<file path="src/rtl/rv_m_pkg.sv">
// Shared definitions for the RV32M multiply/divide unit: funct3 encodings,
// FSM state type and the default operand width.
package rv_m_pkg;

  localparam int XLEN_DEFAULT = 32;

  localparam logic [2:0] F3_MUL    = 3'b000;
  localparam logic [2:0] F3_MULH   = 3'b001;
  localparam logic [2:0] F3_MULHSU = 3'b010;
  localparam logic [2:0] F3_MULHU  = 3'b011;
  localparam logic [2:0] F3_DIV    = 3'b100;
  localparam logic [2:0] F3_DIVU   = 3'b101;
  localparam logic [2:0] F3_REM    = 3'b110;
  localparam logic [2:0] F3_REMU   = 3'b111;

  typedef enum logic [1:0] {
    IDLE,
    CALC,
    DONE
  } md_state_t;

endpackage

</file>
<file path="src/rtl/muldiv_unit_if.sv">
// Request/response bundle between the core and the multiply/divide unit.
// The core (master) issues operands and a destination index; the unit (slave)
// answers with a register-file-shaped write request.
interface muldiv_unit_if #(
  parameter int XLEN = rv_m_pkg::XLEN_DEFAULT
);
  logic            start;
  logic [2:0]      funct3;
  logic [XLEN-1:0] rs1_data;
  logic [XLEN-1:0] rs2_data;
  logic [4:0]      rd;
  logic            busy;
  logic            done;
  logic            we;
  logic [4:0]      waddr;
  logic [XLEN-1:0] wdata;

  modport master (
    output start, funct3, rs1_data, rs2_data, rd,
    input  busy, done, we, waddr, wdata
  );

  modport slave (
    input  start, funct3, rs1_data, rs2_data, rd,
    output busy, done, we, waddr, wdata
  );
endinterface

</file>
<file path="src/rtl/muldiv_unit.sv">
// Iterative RV32M multiply/divide unit. One XLEN-step shift datapath serves
// both shift-add multiplication (LSB first) and restoring division (MSB first),
// sharing a 2*XLEN accumulator and an XLEN+1-bit adder/subtractor.
// Divide-by-zero and signed overflow skip the iteration and go straight to DONE.
module muldiv_unit
  import rv_m_pkg::*;
#(
  parameter int XLEN = XLEN_DEFAULT
) (
  input  logic          clk,
  input  logic          rst_n,
  muldiv_unit_if.slave  bus
);

  localparam int CW = 6;

  md_state_t         state_q, state_d;
  logic [2*XLEN-1:0] acc_q, acc_d;
  logic [XLEN-1:0]   b_q, b_d;
  logic [2:0]        funct3_q, funct3_d;
  logic [4:0]        rd_q, rd_d;
  logic              sign_q, sign_d;
  logic [CW-1:0]     cnt_q, cnt_d;
  logic              busy_q, busy_d;
  logic              done_q, done_d;
  logic              we_q, we_d;
  logic [4:0]        waddr_q, waddr_d;
  logic [XLEN-1:0]   wdata_q, wdata_d;

  logic              a_signed, b_signed, a_neg, b_neg;
  logic              div_zero, div_ovf;
  logic [XLEN-1:0]   a_mag, b_mag;
  logic              add_sub;
  logic [XLEN:0]     add_a, add_b, add_sum;
  logic [2*XLEN-1:0] prod;
  logic [XLEN-1:0]   quo, rem, result;

  // Decode incoming operands: signedness, magnitudes and special cases.
  always_comb begin
    a_signed = !(bus.funct3 == F3_MULHU || bus.funct3 == F3_DIVU || bus.funct3 == F3_REMU);
    b_signed = (bus.funct3 == F3_MUL) || (bus.funct3 == F3_MULH) ||
               (bus.funct3 == F3_DIV) || (bus.funct3 == F3_REM);
    a_neg    = a_signed && bus.rs1_data[XLEN-1];
    b_neg    = b_signed && bus.rs2_data[XLEN-1];
    a_mag    = a_neg ? -bus.rs1_data : bus.rs1_data;
    b_mag    = b_neg ? -bus.rs2_data : bus.rs2_data;
    div_zero = bus.funct3[2] && (bus.rs2_data == '0);
    div_ovf  = bus.funct3[2] && !bus.funct3[0] &&
               (bus.rs1_data == {1'b1, {(XLEN-1){1'b0}}}) && (bus.rs2_data == '1);
  end

  // Shared adder: accumulate for multiply, trial-subtract the divisor for divide.
  always_comb begin
    add_sub = funct3_q[2];
    if (add_sub) begin
      add_a = acc_q[2*XLEN-1:XLEN-1];
      add_b = {1'b0, b_q};
    end else begin
      add_a = {1'b0, acc_q[2*XLEN-1:XLEN]};
      add_b = acc_q[0] ? {1'b0, b_q} : '0;
    end
    add_sum = add_a + (add_b ^ {(XLEN+1){add_sub}}) + {{XLEN{1'b0}}, add_sub};
  end

  // Sign fix-up and result selection applied in the DONE state.
  always_comb begin
    prod = sign_q ? -acc_q : acc_q;
    quo  = sign_q ? -acc_q[XLEN-1:0] : acc_q[XLEN-1:0];
    rem  = sign_q ? -acc_q[2*XLEN-1:XLEN] : acc_q[2*XLEN-1:XLEN];
    case (funct3_q)
      F3_MUL:                     result = prod[XLEN-1:0];
      F3_MULH, F3_MULHSU, F3_MULHU: result = prod[2*XLEN-1:XLEN];
      F3_DIV, F3_DIVU:            result = quo;
      default:                    result = rem;
    endcase
  end

  // Next-state logic: accept, iterate one bit per cycle, then publish the write.
  always_comb begin
    state_d  = state_q;
    acc_d    = acc_q;
    b_d      = b_q;
    funct3_d = funct3_q;
    rd_d     = rd_q;
    sign_d   = sign_q;
    cnt_d    = cnt_q;
    busy_d   = done_q ? 1'b0 : busy_q;
    done_d   = 1'b0;
    we_d     = 1'b0;
    waddr_d  = waddr_q;
    wdata_d  = wdata_q;
    case (state_q)
      IDLE: begin
        if (bus.start && !busy_q) begin
          funct3_d = bus.funct3;
          rd_d     = bus.rd;
          cnt_d    = '0;
          busy_d   = 1'b1;
          if (div_zero) begin
            acc_d   = {bus.rs1_data, {XLEN{1'b1}}};
            b_d     = '0;
            sign_d  = 1'b0;
            state_d = DONE;
          end else if (div_ovf) begin
            acc_d   = {{XLEN{1'b0}}, 1'b1, {(XLEN-1){1'b0}}};
            b_d     = '0;
            sign_d  = 1'b0;
            state_d = DONE;
          end else if (bus.funct3[2]) begin
            acc_d   = {{XLEN{1'b0}}, a_mag};
            b_d     = b_mag;
            sign_d  = bus.funct3[1] ? a_neg : (a_neg ^ b_neg);
            state_d = CALC;
          end else begin
            acc_d   = {{XLEN{1'b0}}, b_mag};
            b_d     = a_mag;
            sign_d  = a_neg ^ b_neg;
            state_d = CALC;
          end
        end
      end
      CALC: begin
        if (funct3_q[2]) begin
          if (!add_sum[XLEN]) acc_d = {add_sum[XLEN-1:0], acc_q[XLEN-2:0], 1'b1};
          else                acc_d = {acc_q[2*XLEN-2:0], 1'b0};
        end else begin
          acc_d = {add_sum, acc_q[XLEN-1:1]};
        end
        if (cnt_q == CW'(XLEN-1)) state_d = DONE;
        else                      cnt_d   = cnt_q + CW'(1);
      end
      DONE: begin
        done_d  = 1'b1;
        we_d    = (rd_q != 5'd0);
        waddr_d = rd_q;
        wdata_d = result;
        state_d = IDLE;
      end
      default: state_d = IDLE;
    endcase
  end

  // State and datapath registers with asynchronous clear.
  always_ff @(posedge clk or negedge rst_n) begin
    if (!rst_n) begin
      state_q  <= IDLE;
      acc_q    <= '0;
      b_q      <= '0;
      funct3_q <= '0;
      rd_q     <= '0;
      sign_q   <= 1'b0;
      cnt_q    <= '0;
      busy_q   <= 1'b0;
      done_q   <= 1'b0;
      we_q     <= 1'b0;
      waddr_q  <= '0;
      wdata_q  <= '0;
    end else begin
      state_q  <= state_d;
      acc_q    <= acc_d;
      b_q      <= b_d;
      funct3_q <= funct3_d;
      rd_q     <= rd_d;
      sign_q   <= sign_d;
      cnt_q    <= cnt_d;
      busy_q   <= busy_d;
      done_q   <= done_d;
      we_q     <= we_d;
      waddr_q  <= waddr_d;
      wdata_q  <= wdata_d;
    end
  end

  assign bus.busy  = busy_q;
  assign bus.done  = done_q;
  assign bus.we    = we_q;
  assign bus.waddr = waddr_q;
  assign bus.wdata = wdata_q;

endmodule

</file>
<file path="src/flat_wrapper.sv">
// flat-port wrapper written by rule: the top's interface ports become plain ports
module muldiv_unit_flat import rv_m_pkg::*;
#(
  parameter int XLEN = XLEN_DEFAULT
)
  (clk, rst_n, bus_start, bus_funct3, bus_rs1_data, bus_rs2_data, bus_rd, bus_busy, bus_done, bus_we, bus_waddr, bus_wdata);
  muldiv_unit_if #(.XLEN(XLEN)) bus_i ();
  input  logic clk;
  input  logic rst_n;
  input wire logic [$bits(bus_i.start)-1:0] bus_start;
  input wire logic [$bits(bus_i.funct3)-1:0] bus_funct3;
  input wire logic [$bits(bus_i.rs1_data)-1:0] bus_rs1_data;
  input wire logic [$bits(bus_i.rs2_data)-1:0] bus_rs2_data;
  input wire logic [$bits(bus_i.rd)-1:0] bus_rd;
  output wire logic [$bits(bus_i.busy)-1:0] bus_busy;
  output wire logic [$bits(bus_i.done)-1:0] bus_done;
  output wire logic [$bits(bus_i.we)-1:0] bus_we;
  output wire logic [$bits(bus_i.waddr)-1:0] bus_waddr;
  output wire logic [$bits(bus_i.wdata)-1:0] bus_wdata;
  assign bus_i.start = bus_start;
  assign bus_i.funct3 = bus_funct3;
  assign bus_i.rs1_data = bus_rs1_data;
  assign bus_i.rs2_data = bus_rs2_data;
  assign bus_i.rd = bus_rd;
  assign bus_busy = bus_i.busy;
  assign bus_done = bus_i.done;
  assign bus_we = bus_i.we;
  assign bus_waddr = bus_i.waddr;
  assign bus_wdata = bus_i.wdata;
  muldiv_unit #(.XLEN(XLEN)) u_core (.clk(clk), .rst_n(rst_n), .bus(bus_i));
endmodule
</file>
<file path="config.mk">
export PLATFORM = sky130hd
export DESIGN_NAME = muldiv_unit_flat
export DESIGN_NICKNAME = d
export VERILOG_FILES = /design/src/rtl/rv_m_pkg.sv /design/src/rtl/muldiv_unit_if.sv /design/src/rtl/muldiv_unit.sv /design/src/flat_wrapper.sv
export SDC_FILE = /design/constraint.sdc
export NUM_CORES = 1
export LEC_CHECK = 0
export BUFFER_PORTS_ARGS = -buffer_cell sky130_fd_sc_hd__buf_4
export CORE_MARGIN = 2
export CORE_UTILIZATION = 55
export CTS_CLUSTER_DIAMETER = 60
export DETAILED_ROUTE_END_ITERATION = 6
export PLACE_DENSITY_LB_ADDON = 0.3
export SLEW_MARGIN = 40
export SYNTH_ARGS = -nofsm -noshare
export SYNTH_HDL_FRONTEND = slang
export SYNTH_SLANG_ARGS = --single-unit
</file>
<file path="constraint.sdc">
create_clock -name clk -period 5.7 [get_ports clk]
set_input_delay 0.285 -clock clk [delete_from_list [all_inputs] [get_ports clk]]
set_output_delay 0.285 -clock clk [all_outputs]
set_load 0.05 [all_outputs]
</file>
==> flow_summary_export.csv <==
group,metric,value,unit
status,status,"finished, violations left",
status,violations,"DRC",
job,maxCapViolCount,0,
worst_hold_path,hold_path_class,"in -> reg",
yosys,synthDistinctLibCells,73,
placed_design,post-place-ws,1.06,ns
global_route,grt_pass1_wl,85800,µm
layout,instances_no_fill,2255,
placed_design,placed_area,15200,µm²
drt,first_pass_iters,7,
placed_design,dpl.hpwl,43600,µm
placed_design,place.gp.congestion,1.07,
yosys,syn_avg_cell_area,7.46,µm²
sta,setup_viol,0,
global_route,grt_use_met3,8.09,%
drt,vias_per_cell,6.96,
yosys,synth.area.top_cells,"dfrtp_1, o21ai_0, nand2_1, a21oi_1, xnor2_1",
sta,finalClockSkew,0.0189,ns
layout,fin_area,15800,µm²
yosys,yosys.area.top_type,"dfrtp_1",
clock_network,cts.htree.levels,4,
sta,maxSlewHeadroom,42.1,%
power_and_ir_drop,ir_drop,0.391,mV
power_and_ir_drop,leakage,6.42,nW
setup_path,critical_path_class,"reg -> reg",
global_route,grt-busiest-layer,"met2",
yosys,netlist_area,14300,µm²
yosys,synth_common_cells,"nand2_1, o21ai_0, a21oi_1, dfrtp_1, clkbuf_1",
clock_network,path_clk_slew,0.08,ns
floorplanning,die_width,165,µm
clock_network,cts_buffer_depth,2,
drt,vias,15700,
yosys,async_reset_ff_share,100,%
global_route,grt_usage,42.2,%
clock_network,cts_tree,"done",
floorplanning,dieArea,27300,µm²
yosys,synth_edf_count,0,
yosys,synth-main-ff-cell,"dfrtp_1",
layout,fin_nets,2026,
placed_design,port_buffers,114,
floorplanning,dieHeight,165,µm
clock_network,clock_latency,0.45,ns
floorplanning,core_region_area,25300,µm²
yosys,syn_inst,1915,
setup_path,crit_fanout,17,
drt,dr.first_iter.drc_count,2275,
yosys,syn-num-nets,2028,
drt,drc,6,
drt,wl_per_cell,25.6,µm
floorplanning,pin_count,115,
global_route,grt_use_met1,56.7,%
floorplanning,start_util,56.4,%
sta,slew_viol_final,0,
drt,drtAntennaViolNets,0,
yosys,yosysMostFrequentCell,"nand2_1",
drt,drt-total-wl,57700,µm
yosys,synth_top_area_share,26.8,%
placed_design,numPlacedInstances,2222,
layout,drive_gt1_share,12.3,%
floorplanning,row_count,58,
global_route,overflow,0,
sta,fin_ws,0.770,ns
yosys,ys_warn_count,0,
sta,tightest_slew,0.865,ns
sta,rsz0062_at_grt,"no",
sta,hold_viol,0,
setup_path,r2r_setup_slack,0.77,ns
global_route,grt_pass1_vias,14100,
global_route,met2_usage,63.3,%
clock_network,clkSinkCount,153,
setup_path,worstPathRequired,6.01,ns
yosys,ys_seq_area_share,26.8,%
power_and_ir_drop,p_per_area,762,nW/µm²
setup_path,critPathLaunchType,"register",
setup_path,worstPathArrival,5.24,ns
sta,post-route-period-util,86.5,%
clock_network,cts-root-buf,"clkbuf_16",
layout,n_antenna_cell,0,
layout,area_growth,10.4,%
yosys,synth-seq-cells,153,
layout,nFillCells,2316,
clock_network,cts_buffers,17,
global_route,grt_max_degree,94,
sta,finalSetupTns,0,ns
sta,fmax,203,MHz
global_route,antenna_found_initial,2,
setup_path,endpoint_kind,"register",
power_and_ir_drop,power.total,0.0120,W
sta,period_needed,4.93,ns
## routing by layer
layer	up-vias	wire, µm
met5	-	13
met4	2	4000
met3	233	6880
met2	1146	24700
met1	7291	22200
li1	7022	-
## power breakdown
group / total (W) / leakage, nW / internal (W) / switching (W)
Clock: 0.00115 / 0.275 / 0.000612 / 0.000537
Sequential: 0.00250 / 1.81 / 0.00155 / 0.000959
Combinational: 0.00837 / 4.34 / 0.00310 / 0.00527
Total: 0.0120 / 6.42 / 0.00526 / 0.00676
## critical path: stages (launching register included)
cell and delay (ns):
dfrtp_1 0.57, inv_1 0.18, nor2_2 0.62, buf_4 0.36, nand2_1 0.07, o21ai_0 0.07, ha_1 0.27, o21ai_0 0.20
a211oi_1 0.62, nand3_1 0.24, and4_1 0.29, o21ai_1 0.18, nand2_1 0.50, a211oi_1 0.47, o22ai_1 0.14
## worst paths after layout
path                       depth (start not counted)                   end           startpoint
max                                               14      u_core.acc_q[49]      u_core.acc_q[0]
min                                                3        u_core.rd_q[3]            bus_rd[3]
max reg2reg                                       14      u_core.acc_q[49]      u_core.acc_q[0]
min reg2reg                                        2   u_core.bus.wdata[5]  u_core.bus.wdata[5]
max in group asynchronous                          3    u_core.funct3_q[2]                rst_n
min in group asynchronous                          2  u_core.bus.wdata[27]                rst_n
## cells by family (layout without fill, tap and decap cells)
| kind of cell | Yosys count | count (layout) | synth area share (%) |
|---|---|---|---|
| multiplexers | 66 | 66 | 4.83 |
| XOR/XNOR | 147 | 147 | 9.01 |
| adder cells (fa/ha/maj) | 38 | 38 | 3.38 |
| buffers and inverters | 202 | 212 | 5.44 |
| AND/OR/NAND/NOR | 649 | 649 | 21.5 |
| AO/OA/AOI/OAI | 660 | 660 | 29.0 |
| flip-flops | 153 | 153 | 26.8 |
## timing repair
action | in CTS | in global routing
gates resized for setup | 0 | 0
hold endpoints to repair | 36 | 0
hold buffers | 1 | 0
buffers inserted | 0 | 0
## placed cells by master, fill, tap and decap left out, types with 13 or more instances in the layout
master,synthesis,final
nor4_1,18,17
a21oi_1,167,166
ha_1,37,37
mux2i_1,43,43
dfrtp_1,153,151
nand2_1,260,260
clkbuf_16,0,18
nor2_1,132,130
or3_1,27,27
o31ai_1,35,35
a21o_1,22,22
a211oi_1,28,28
nand4_1,19,19
buf_4,3,133
nand3_1,38,37
o211ai_1,26,26
o21ai_0,206,206
xnor2_1,81,81
nor3_1,60,59
or4_1,22,22
a31oi_1,33,33
xor2_1,66,66
and3_1,14,13
o22ai_1,25,25
mux2_2,23,23
inv_1,42,40
## state kept, by name (all words and copies together) (netlist names)
signal / count
u_core.cnt_q: 6
u_core.sign_q: 1
u_core.bus.busy: 1
u_core.rd_q: 5
u_core.funct3_q: 3
u_core.acc_q: 64
u_core.state_q: 2
u_core.bus.done: 1
u_core.bus.waddr: 5
u_core.bus.wdata: 32
u_core.b_q: 32
u_core.bus.we: 1
## final cells by class
class	instances	area, µm²	share of cell area, %
sequential	153	3830	24.3
clock buffer	17	425	2.70
inverter	43	161	1.02
timing repair buffer	138	1070	6.77
tap	330	413	2.62
multi-input combinational	1560	9730	61.7
clock inverter	14	139	0.881
## stage by stage
stage	hold slack, ns	utilization [%]
CTS	0.0347	62.1
finish	0.0323	62.2
global placement	0.208	59.8
floorplan	-0.0106	-
global route	0.0412	62.2
detailed placement	0.212	59.8
Power figures use the tool's default switching activity.
